`src/rtl/ldr_pkg.sv`:
```
// Shared types and constants for the imem byte-stream program loader.
package ldr_pkg;

  typedef enum logic [2:0] {IDLE, LEN, DATA, WR, CSUM, DONE, ERR} ldr_state_t;

  localparam logic [7:0] HDR_DEFAULT    = 8'hA5;
  localparam int         CMD_W_DEFAULT  = 16;
  localparam int         BYTES_PER_WORD = CMD_W_DEFAULT / 8;

  function automatic int bytes_per_word(input int cmd_w);
    return cmd_w / 8;
  endfunction

endpackage

```
`src/rtl/ldr_pack.sv`:
```
// Byte-to-word assembler: shifts bytes in MSB first and flags the byte that completes a word.
module ldr_pack
  import ldr_pkg::*;
#(
  parameter int CMD_W = 16
) (
  input  logic             clk,
  input  logic             rst,
  input  logic             shift_en,
  input  logic             clear,
  input  logic [7:0]       in_byte,
  output logic [CMD_W-1:0] word_next,
  output logic             last
);

  localparam int BPW   = bytes_per_word(CMD_W);
  localparam int CNT_W = (BPW > 1) ? $clog2(BPW) : 1;

  logic [CMD_W-1:0] word_reg;
  logic [CNT_W-1:0] cnt_reg;
  logic [CMD_W+7:0] shifted;

  // Word as it will look once the current byte is shifted in.
  assign shifted   = {word_reg, in_byte};
  assign word_next = shifted[CMD_W-1:0];
  assign last      = shift_en && (cnt_reg == CNT_W'(BPW - 1));

  always_ff @(posedge clk or negedge rst) begin
    if (!rst) begin
      word_reg <= '0;
      cnt_reg  <= '0;
    end else if (clear) begin
      word_reg <= '0;
      cnt_reg  <= '0;
    end else if (shift_en) begin
      word_reg <= word_next;
      cnt_reg  <= last ? '0 : cnt_reg + CNT_W'(1);
    end
  end

endmodule

```
`src/rtl/imem_loader.sv`:
```
// Framed byte-stream loader: writes words into imem and releases the core on a good checksum.
module imem_loader
  import ldr_pkg::*;
#(
  parameter int         CMD_W  = 16,
  parameter int         ADDR_W = 8,
  parameter logic [7:0] HDR    = HDR_DEFAULT
) (
  input  logic              clk,
  input  logic              rst,
  input  logic              in_valid,
  input  logic [7:0]        in_data,
  output logic              in_ready,
  output logic              iw_we,
  output logic [ADDR_W-1:0] iw_addr,
  output logic [CMD_W-1:0]  iw_data,
  output logic              cpu_rst,
  output logic              done,
  output logic              err
);

  ldr_state_t        state_reg, state_next;
  logic [7:0]        n_reg, widx_reg, sum_reg;
  logic              done_reg, err_reg, cpu_rst_reg;
  logic [ADDR_W-1:0] iw_addr_reg;
  logic [CMD_W-1:0]  iw_data_reg;
  logic              accept, start, len_take, shift_en, ck_take, ck_ok, pack_last;
  logic [CMD_W-1:0]  word_next;

  ldr_pack #(.CMD_W(CMD_W)) u_pack (
    .clk       (clk),
    .rst       (rst),
    .shift_en  (shift_en),
    .clear     (start),
    .in_byte   (in_data),
    .word_next (word_next),
    .last      (pack_last)
  );

  assign in_ready = (state_reg != WR);
  assign accept   = in_valid && in_ready;
  assign ck_ok    = (in_data == sum_reg);
  assign iw_we    = (state_reg == WR);
  assign iw_addr  = iw_addr_reg;
  assign iw_data  = iw_data_reg;
  // A new header drops the core back into reset in the very cycle it is offered.
  assign cpu_rst  = cpu_rst_reg && !start;
  assign done     = done_reg;
  assign err      = err_reg;

  always_comb begin
    state_next = state_reg;
    start      = 1'b0;
    len_take   = 1'b0;
    shift_en   = 1'b0;
    ck_take    = 1'b0;
    case (state_reg)
      IDLE, DONE, ERR: begin
        if (accept && in_data == HDR) begin
          start      = 1'b1;
          state_next = LEN;
        end
      end
      LEN: begin
        if (accept) begin
          len_take   = 1'b1;
          state_next = (in_data == 8'd0) ? CSUM : DATA;
        end
      end
      DATA: begin
        if (accept) begin
          shift_en = 1'b1;
          if (pack_last) state_next = WR;
        end
      end
      WR: begin
        state_next = (({1'b0, widx_reg} + 9'd1) == {1'b0, n_reg}) ? CSUM : DATA;
      end
      CSUM: begin
        if (accept) begin
          ck_take    = 1'b1;
          state_next = ck_ok ? DONE : ERR;
        end
      end
      default: state_next = IDLE;
    endcase
  end

  always_ff @(posedge clk or negedge rst) begin
    if (!rst) begin
      state_reg   <= IDLE;
      n_reg       <= '0;
      widx_reg    <= '0;
      sum_reg     <= '0;
      done_reg    <= 1'b0;
      err_reg     <= 1'b0;
      cpu_rst_reg <= 1'b0;
      iw_addr_reg <= '0;
      iw_data_reg <= '0;
    end else begin
      state_reg <= state_next;
      if (start) begin
        n_reg       <= '0;
        widx_reg    <= '0;
        sum_reg     <= '0;
        done_reg    <= 1'b0;
        err_reg     <= 1'b0;
        cpu_rst_reg <= 1'b0;
      end
      if (len_take) n_reg <= in_data;
      if (shift_en) begin
        sum_reg <= sum_reg + in_data;
        // Capture address and word now so they are stable through the WR cycle.
        if (pack_last) begin
          iw_addr_reg <= ADDR_W'(widx_reg);
          iw_data_reg <= word_next;
        end
      end
      if (state_reg == WR) widx_reg <= widx_reg + 8'd1;
      if (ck_take) begin
        done_reg    <= ck_ok;
        err_reg     <= !ck_ok;
        cpu_rst_reg <= ck_ok;
      end
    end
  end

endmodule

```
`config.mk`:
```
export PLATFORM = sky130hd
export DESIGN_NAME = imem_loader
export DESIGN_NICKNAME = d
export VERILOG_FILES = /design/src/rtl/ldr_pkg.sv /design/src/rtl/ldr_pack.sv /design/src/rtl/imem_loader.sv
export SDC_FILE = /design/constraint.sdc
export NUM_CORES = 1
export LEC_CHECK = 0
export CORE_MARGIN = 10
export CORE_UTILIZATION = 64
export CTS_BUF_LIST = sky130_fd_sc_hd__clkbuf_8
export CTS_CLUSTER_SIZE = 40
export DETAILED_ROUTE_END_ITERATION = 10
export DONT_BUFFER_PORTS = 1
export GPL_TIMING_DRIVEN = 1
export PLACE_DENSITY_LB_ADDON = 0.2
export RECOVER_POWER = 100
export SKIP_LAST_GASP = 1
export SLEW_MARGIN = 25
export SYNTH_ARGS = -nofsm -noshare
export SYNTH_HDL_FRONTEND = slang
export SYNTH_HIERARCHICAL = 1
export SYNTH_SLANG_ARGS = --single-unit
```
`constraint.sdc`:
```
create_clock -name clk -period 6.5 [get_ports clk]
set_clock_uncertainty 0.2 [all_clocks]
set_input_delay 0.975 -clock clk [delete_from_list [all_inputs] [get_ports clk]]
set_output_delay 0.975 -clock clk [all_outputs]
set_load 0.02 [all_outputs]
```
==> results of run 1 <==
==> stage by stage <==
stage	setup WS (ns)	utilization	power, mW	cell area, sq um	hold WS [ns]
after floorplan	2.92	-	1.17	3240	0.267
after global placement	2.91	0.664	1.24	3200	0.284
after detailed placement	2.85	0.664	1.27	3200	0.289
after CTS	3.07	0.710	1.65	3420	0.117
after global routing	2.36	0.708	1.77	3410	0.102
final	2.69	0.708	1.64	3410	0.122
==> layout by cell type, fill, tap and decap left out, drive strengths merged, types with 2 or more instances in the layout <==
cell     synthesis  routed
o21ai           27      27
clkbuf           6      11
mux2i            9       9
o211ai           2       2
inv              7       9
and3             6       6
a221o            2       2
o22ai            7       7
or4              3       3
xor2             6       6
nand3            8       8
nand4            2       2
nand2b           6       6
dfrtp           62      62
nor2            24      24
nand2           44      44
nor4             3       3
or2b             2       2
bufinv           0       2
xnor2           10      10
a31oi            2       2
ha               8       8
mux2            24      24
nor2b            6       6
a2111oi          2       2
nor3             2       2
a21oi            9       9
==> metal layers <==
layer / routed length (um) / GRT usage
met5: 0 / 0
met4: 112 / 0.0770
met3: 488 / 0.0593
met2: 3200 / 0.268
met1: 2820 / 0.198
==> logic make-up after synthesis <==
| family | count (synthesis) | synth area share |
|---|---|---|
| flops | 62 | 0.479 |
| buf+inv | 26 | 0.0517 |
| fa+ha+maj | 9 | 0.0371 |
| xor+xnor | 16 | 0.0432 |
| simple gates | 112 | 0.169 |
| compound gates | 59 | 0.109 |
| mux | 33 | 0.111 |
==> area by class of cell <==
class / instances / area, sq um / area share
sequential: 62 / 1550 / 0.455
multi-input combinational: 229 / 1520 / 0.446
clock buffer: 10 / 138 / 0.0404
clock inverter: 6 / 85.1 / 0.0250
tap: 67 / 83.8 / 0.0246
inverter: 7 / 26.3 / 0.00771
timing repair buffer: 1 / 3.75 / 0.00110
==> worst max-delay path, cell delays in order <==
cell and delay [ns]:
or4_1 0.55, a2111oi_0 0.61, clkbuf_1 0.95, nor2_1 0.32, o21ai_0 0.27, o21ai_0 0.13
==> synthesized netlist by cell type (7+ instances only) <==
cell type / instances / share of area
mux2_2: 24 / 0.083
o21ai_0: 27 / 0.042
nand3_1: 8 / 0.012
ha_1: 8 / 0.031
o22ai_1: 7 / 0.014
a21oi_1: 9 / 0.014
inv_1: 7 / 0.0081
mux2i_1: 9 / 0.028
nor2_1: 24 / 0.028
dfrtp_1: 62 / 0.48
nand2_1: 44 / 0.051
buf_4: 9 / 0.021
xnor2_1: 10 / 0.027
==> power groups by stage <==
stage / logic (mW) / registers (mW) / clock network (mW)
floorplan: 0.499 / 0.676 / 0
CTS: 0.547 / 0.727 / 0.381
finish: 0.542 / 0.725 / 0.378
detailed placement: 0.536 / 0.731 / 0
global route: 0.614 / 0.751 / 0.403
global placement: 0.516 / 0.727 / 0
==> path summary, 6_finish.rpt <==
| path | startpoint | endpoint | slack, ns | cells past startpoint |
|---|---|---|---|---|
| worst min-delay path | rst | iw_addr[3] | 0.12 | 0 |
| max in group asynchronous | rst | widx_reg[6] | 5.86 | 0 |
| worst max register to register | state_reg[0] | widx_reg[6] | 2.88 | 7 |
| worst min register to register | sum_reg[7] | sum_reg[7] | 0.29 | 1 |
| min in group clk | sum_reg[7] | sum_reg[7] | 0.29 | 1 |
| worst max-delay path | in_data[1] | widx_reg[6] | 2.69 | 6 |
==> run summary, run 1 <==
Resize count post-CTS - 0
DRC - 0
Hold Path Class - in -> async
Routed vias/inst - 5.93
Vias in the first global route - 2245
Post-synth EDFFs - 0
Gr ovfl total - 0
First-pass GRT wire length - 11400 um
Hold Buf Count CTS - 0
Final slew viol count - 0
Worst ir drop on vdd - 0.274 mV
Htree depth - 3
Setup TNS - 0 ns
Endpoints failing setup - 0
Pleak - 1.54 nW
Worst-Margin Slew - 1.20 ns
GR Util All Layers - 0.168
Clk pin slew, worst setup/hold paths - 0.07 ns
Max FFs per register - 16
Vias - 2266
Clock tree buffer depth - 2
Highest Clock Rate - 263 MHz
Core ar. - 4820 sq um
RSZ-0062 raised after global routing - false
Synth Warn # - 6
Die height - 91.2 um
CTS tree - yes
Ant diodes - 0
PortBufs - 0
Sequential Power Share - 0.441
Mapped cell area - 3240 sq um
Required time worst endpoint - 6.51 ns
Setup crit end kind - flip-flop
Final routed wire length divided by cell count - 17.3 um
DR pass1 iterations - 4
Async SR Flop Fraction - 1.00
Die ar. - 8310 sq um
Initial antenna violation count - 0
Pwr per Cell Area - 482 nW/um^2
Row count - 25
Clock sinks - 62
Post-DP HPWL - 4480 um
Syn avg cell area - 10.2 sq um
Crit Path Max Fanout - 29
Post-synthesis register bit count - 62
Post-CTS Setup Repair Bufs - 0
Layout cells sized above 1 - 0.159
Synth unique cells - 50
Status - complete, no violations
Slew margin rel. - 0.201
GPL Wtd Cong - 0.892
Io pins - 40
Max_cap viols - 0
Area growth syn-to-layout - 5.21%
Starting density of the core - 0.673
Root buffer cell - clkbuf_8
Sequential area share after synthesis - 0.479
Clk pwr share - 0.230
Antenna violation net count after detailed routing - 0
Final #Nets - 330
Power share of the combinational group - 0.329
Period utilisation layout - 0.585
Worst EP arrival - 3.81 ns
Final hold vios - 0
Internal - 1.01 mW
Crit path kind - in -> reg
Syn nets - 337
Mapped Cells - 317
NetSw - 635 uW
Placed Cells - 366
Largest net degree at the start of global routing - 63
DRT iter0 DRCs - 157
Final min period - 3.81 ns
Switching part of the total power - 0.386
Most common flop cell mapped by yosys - dfrtp_1
Fill cells - 374
CTS Buf Count - 9
Die Wd - 91.2 um
Fin cells - 382
Routed WL - 6630 um
CP Launch Type - primary input
Clock Latency Late Sink - 0.34 ns
Power figures use the tool's default switching activity.
==> inputs of run 2 (changes only) <==
- clock period: 6.5 -> 3.8 ns (I/O delays scaled with it)
==> run 2 against run 1 <==
Effect of this change:
- first-iteration DRC count up 10%
- critical path depth up 1
- flip-flop and latch count unchanged
- sequential share of layout area down 0.22 points
- wire length up 0.21%
- worst setup slack worse by 2.1 ns
- utilization up 0.34 points
- clock power up 60%
- hold slack better by 0.021 ns
- register-to-register slack worse by 2.3 ns
- critical endpoint is now iw_addr[5]
- highest routed layer unchanged
==> run summary, run 2 (synthesis results as in run 1) <==
Worst Hold Path EP - n_reg[0]
Highest Clock Rate - 312 MHz
Slew margin rel. - 0.0175 (-0.184)
Met3 WL post-DR - 598 um (+23%)
WL met1 - 2840 um (+0.78%)
Levels on crit path - 7 (+1)
Gr ovfl total - 0 (unchanged)
Die Wd - 91.2 um (unchanged)
DR top layer - met4
Endpoints failing setup - 0 (unchanged)
FF-to-FF End - iw_addr[5]
Post-CTS Setup Repair Bufs - 0 (unchanged)
Starting density of the core - 0.673 (unchanged)
Pleak - 1.54 nW (+0.26%)
Resize count post-CTS - 0 (unchanged)
Placed Cells - 368 (+0.55%)
Status - complete, no violations
Routed vias/inst - 5.95 (+0.23%)
Clock tree buffer depth - 2 (unchanged)
Core ar. - 4820 sq um (unchanged)
Max FFs per register - 16 (unchanged)
CTS tree - yes
Most common cell after layout, fill and taps aside - dfrtp_1
Setup TNS - 0 ns (unchanged)
Root buffer cell - clkbuf_8
Max_cap viols - 0 (unchanged)
Area growth syn-to-layout - 5.71%
Period utilisation layout - 0.843
PortBufs - 0 (unchanged)
Reg2Reg Setup Slack - 0.60 ns (-2.28 ns)
Clk pin slew, worst setup/hold paths - 0.07 ns (about the same)
Die height - 91.2 um (unchanged)
Ant diodes - 0 (unchanged)
CP Buf/Inv Count - 2 (+1)
Crit Path Max Fanout - 16 (-45%)
Vias in the first global route - 2255 (+0.45%)
DRC - 0 (unchanged)
CP Launch Type - flip-flop
Final #Nets - 334 (+1.2%)
Final routed wire length divided by cell count - 17.2 um (-0.83%)
Initial antenna violation count - 0 (unchanged)
Crit-path slowest cell - dfrtp_1
GPL Wtd Cong - 0.864 (-3.1%)
Routed WL - 6640 um (+0.21%)
DR pass1 iterations - 4 (unchanged)
Pwr per Cell Area - 813 nW/um^2 (+68%)
Largest net degree at the start of global routing - 63 (unchanged)
Final min period - 3.20 ns
Slowest Stage Delay on Critical Path - 0.52 ns (-0.43 ns)
Hold Buf Count CTS - 2 (+2)
Io pins - 40 (unchanged)
CTS Buf Count - 9 (unchanged)
First-pass GRT wire length - 11300 um (-1.1%)
Antenna violation net count after detailed routing - 0 (unchanged)
R2R Path Start - state_reg[1]
CP cell instances - nor2b_1 -> nand3_1 -> inv_1 -> and2_2 -> nand2_1 -> clkbuf_1 -> mux2_2
Clock Latency Late Sink - 0.35 ns (about the same)
Crit path kind - reg -> reg
Required time worst endpoint - 3.83 ns (-2.68 ns)
Row count - 25 (unchanged)
Worst EP arrival - 3.23 ns (-0.58 ns)
Hold Path Class - in -> reg
Worst hold margin - 0.143 ns (+0.0215 ns)
Fin cells - 386 (+1.0%)
Commonest non-fill, non-tap cells in the layout - 62 x dfrtp_1, 44 x nand2_1, 27 x o21ai_0, 24 x mux2_2, 24 x nor2_1
Metal2 WL - 3090 um (-3.5%)
DRT iter0 DRCs - 173 (+10%)
Clock sinks - 62 (unchanged)
Htree depth - 3 (unchanged)
Worst-Margin Slew - 1.47 ns (+0.275 ns)
Layout cells sized above 1 - 0.169 (+0.0105)
Hold_sp - in_data[0]
Hold Path Depth - 2
Setup crit end kind - flip-flop
Vias - 2295 (+1.3%)
Die ar. - 8310 sq um (unchanged)
Post-DP HPWL - 4590 um (+2.4%)
Fill cells - 368 (-1.6%)
Final hold vios - 0 (unchanged)
Largest delay share family, worst path - simple AND/OR/NAND/NOR gates
GR Util All Layers - 0.167 (-0.000459)
Final Util - 0.711 (+0.00338)
RSZ-0062 raised after global routing - false
Worst ir drop on vdd - 0.453 mV (+65%)
R2R cell count - 7 (unchanged)
Final slew viol count - 0 (unchanged)
==> run 2: cell types whose count changed in the layout (fill, tap and decap cells not counted) <==
cell and change:
a2111oi_0 -1, a2111oi_2 +1, buf_4 +1, bufinv_16 -1, clkbuf_1 +1, clkbuf_2 +1
clkinv_4 +1, dlygate4sd3_1 +1, inv_1 -1, inv_6 +1
==> run 2: area by class of cell <==
type                       instances  area (sq um)  share of cell area
multi-input combinational        229          1530               0.446
inverter                           7          26.3             0.00767
timing repair buffer               5          30.0             0.00877
clock inverter                     6          68.8              0.0201
clock buffer                      10           138              0.0402
sequential                        62          1550               0.453
tap                               67          83.8              0.0245
==> run 2: how the worst max path moves through the flow <==
stage,start,end,slack (ns)
floorplan,in_data[1],u_pack/cnt_reg,0.90
global placement,state_reg[1],iw_addr[7],0.93
detailed placement,state_reg[1],iw_addr[4],0.84
CTS,state_reg[1],iw_addr[4],0.83
global route,state_reg[1],iw_addr[4],0.37
finish,state_reg[1],iw_addr[5],0.60
==> run 2: metal layers <==
layer | up-vias | GRT usage
met2 | 54 | 0.255
met1 | 1126 | 0.199
li1 | 1106 | -
met5 | - | 0
met3 | 9 | 0.0790
met4 | 0 | 0.0666
==> run 2: report_power, final <==
| part | switching (mW) | total (mW) | leakage [nW] | internal [mW] |
|---|---|---|---|---|
| Clock | 0.278 | 0.603 | 0.103 | 0.325 |
| Sequential | 0.326 | 1.24 | 0.798 | 0.910 |
| Combinational | 0.510 | 0.945 | 0.643 | 0.436 |
==> run 2: worst reg2reg max path, delay by kind of cell (launching register included) <==
kind	cells	cell delay (ns)
buffers and inverters	2	0.66
flip-flops	1	0.52
AND/OR/NAND/NOR	4	1.30
multiplexers	1	0.39
==> run 2: metrics by stage <==
stage / instance area [sq um] / setup slack, ns / power [mW]
2_1_floorplan: 3240 / 0.902 / 2.01
3_3_place_gp: 3210 / 0.928 / 2.13
3_5_place_dp: 3210 / 0.840 / 2.18
4_1_cts: 3460 / 0.829 / 2.80
5_1_grt: 3430 / 0.372 / 3.00
6_report: 3430 / 0.598 / 2.78
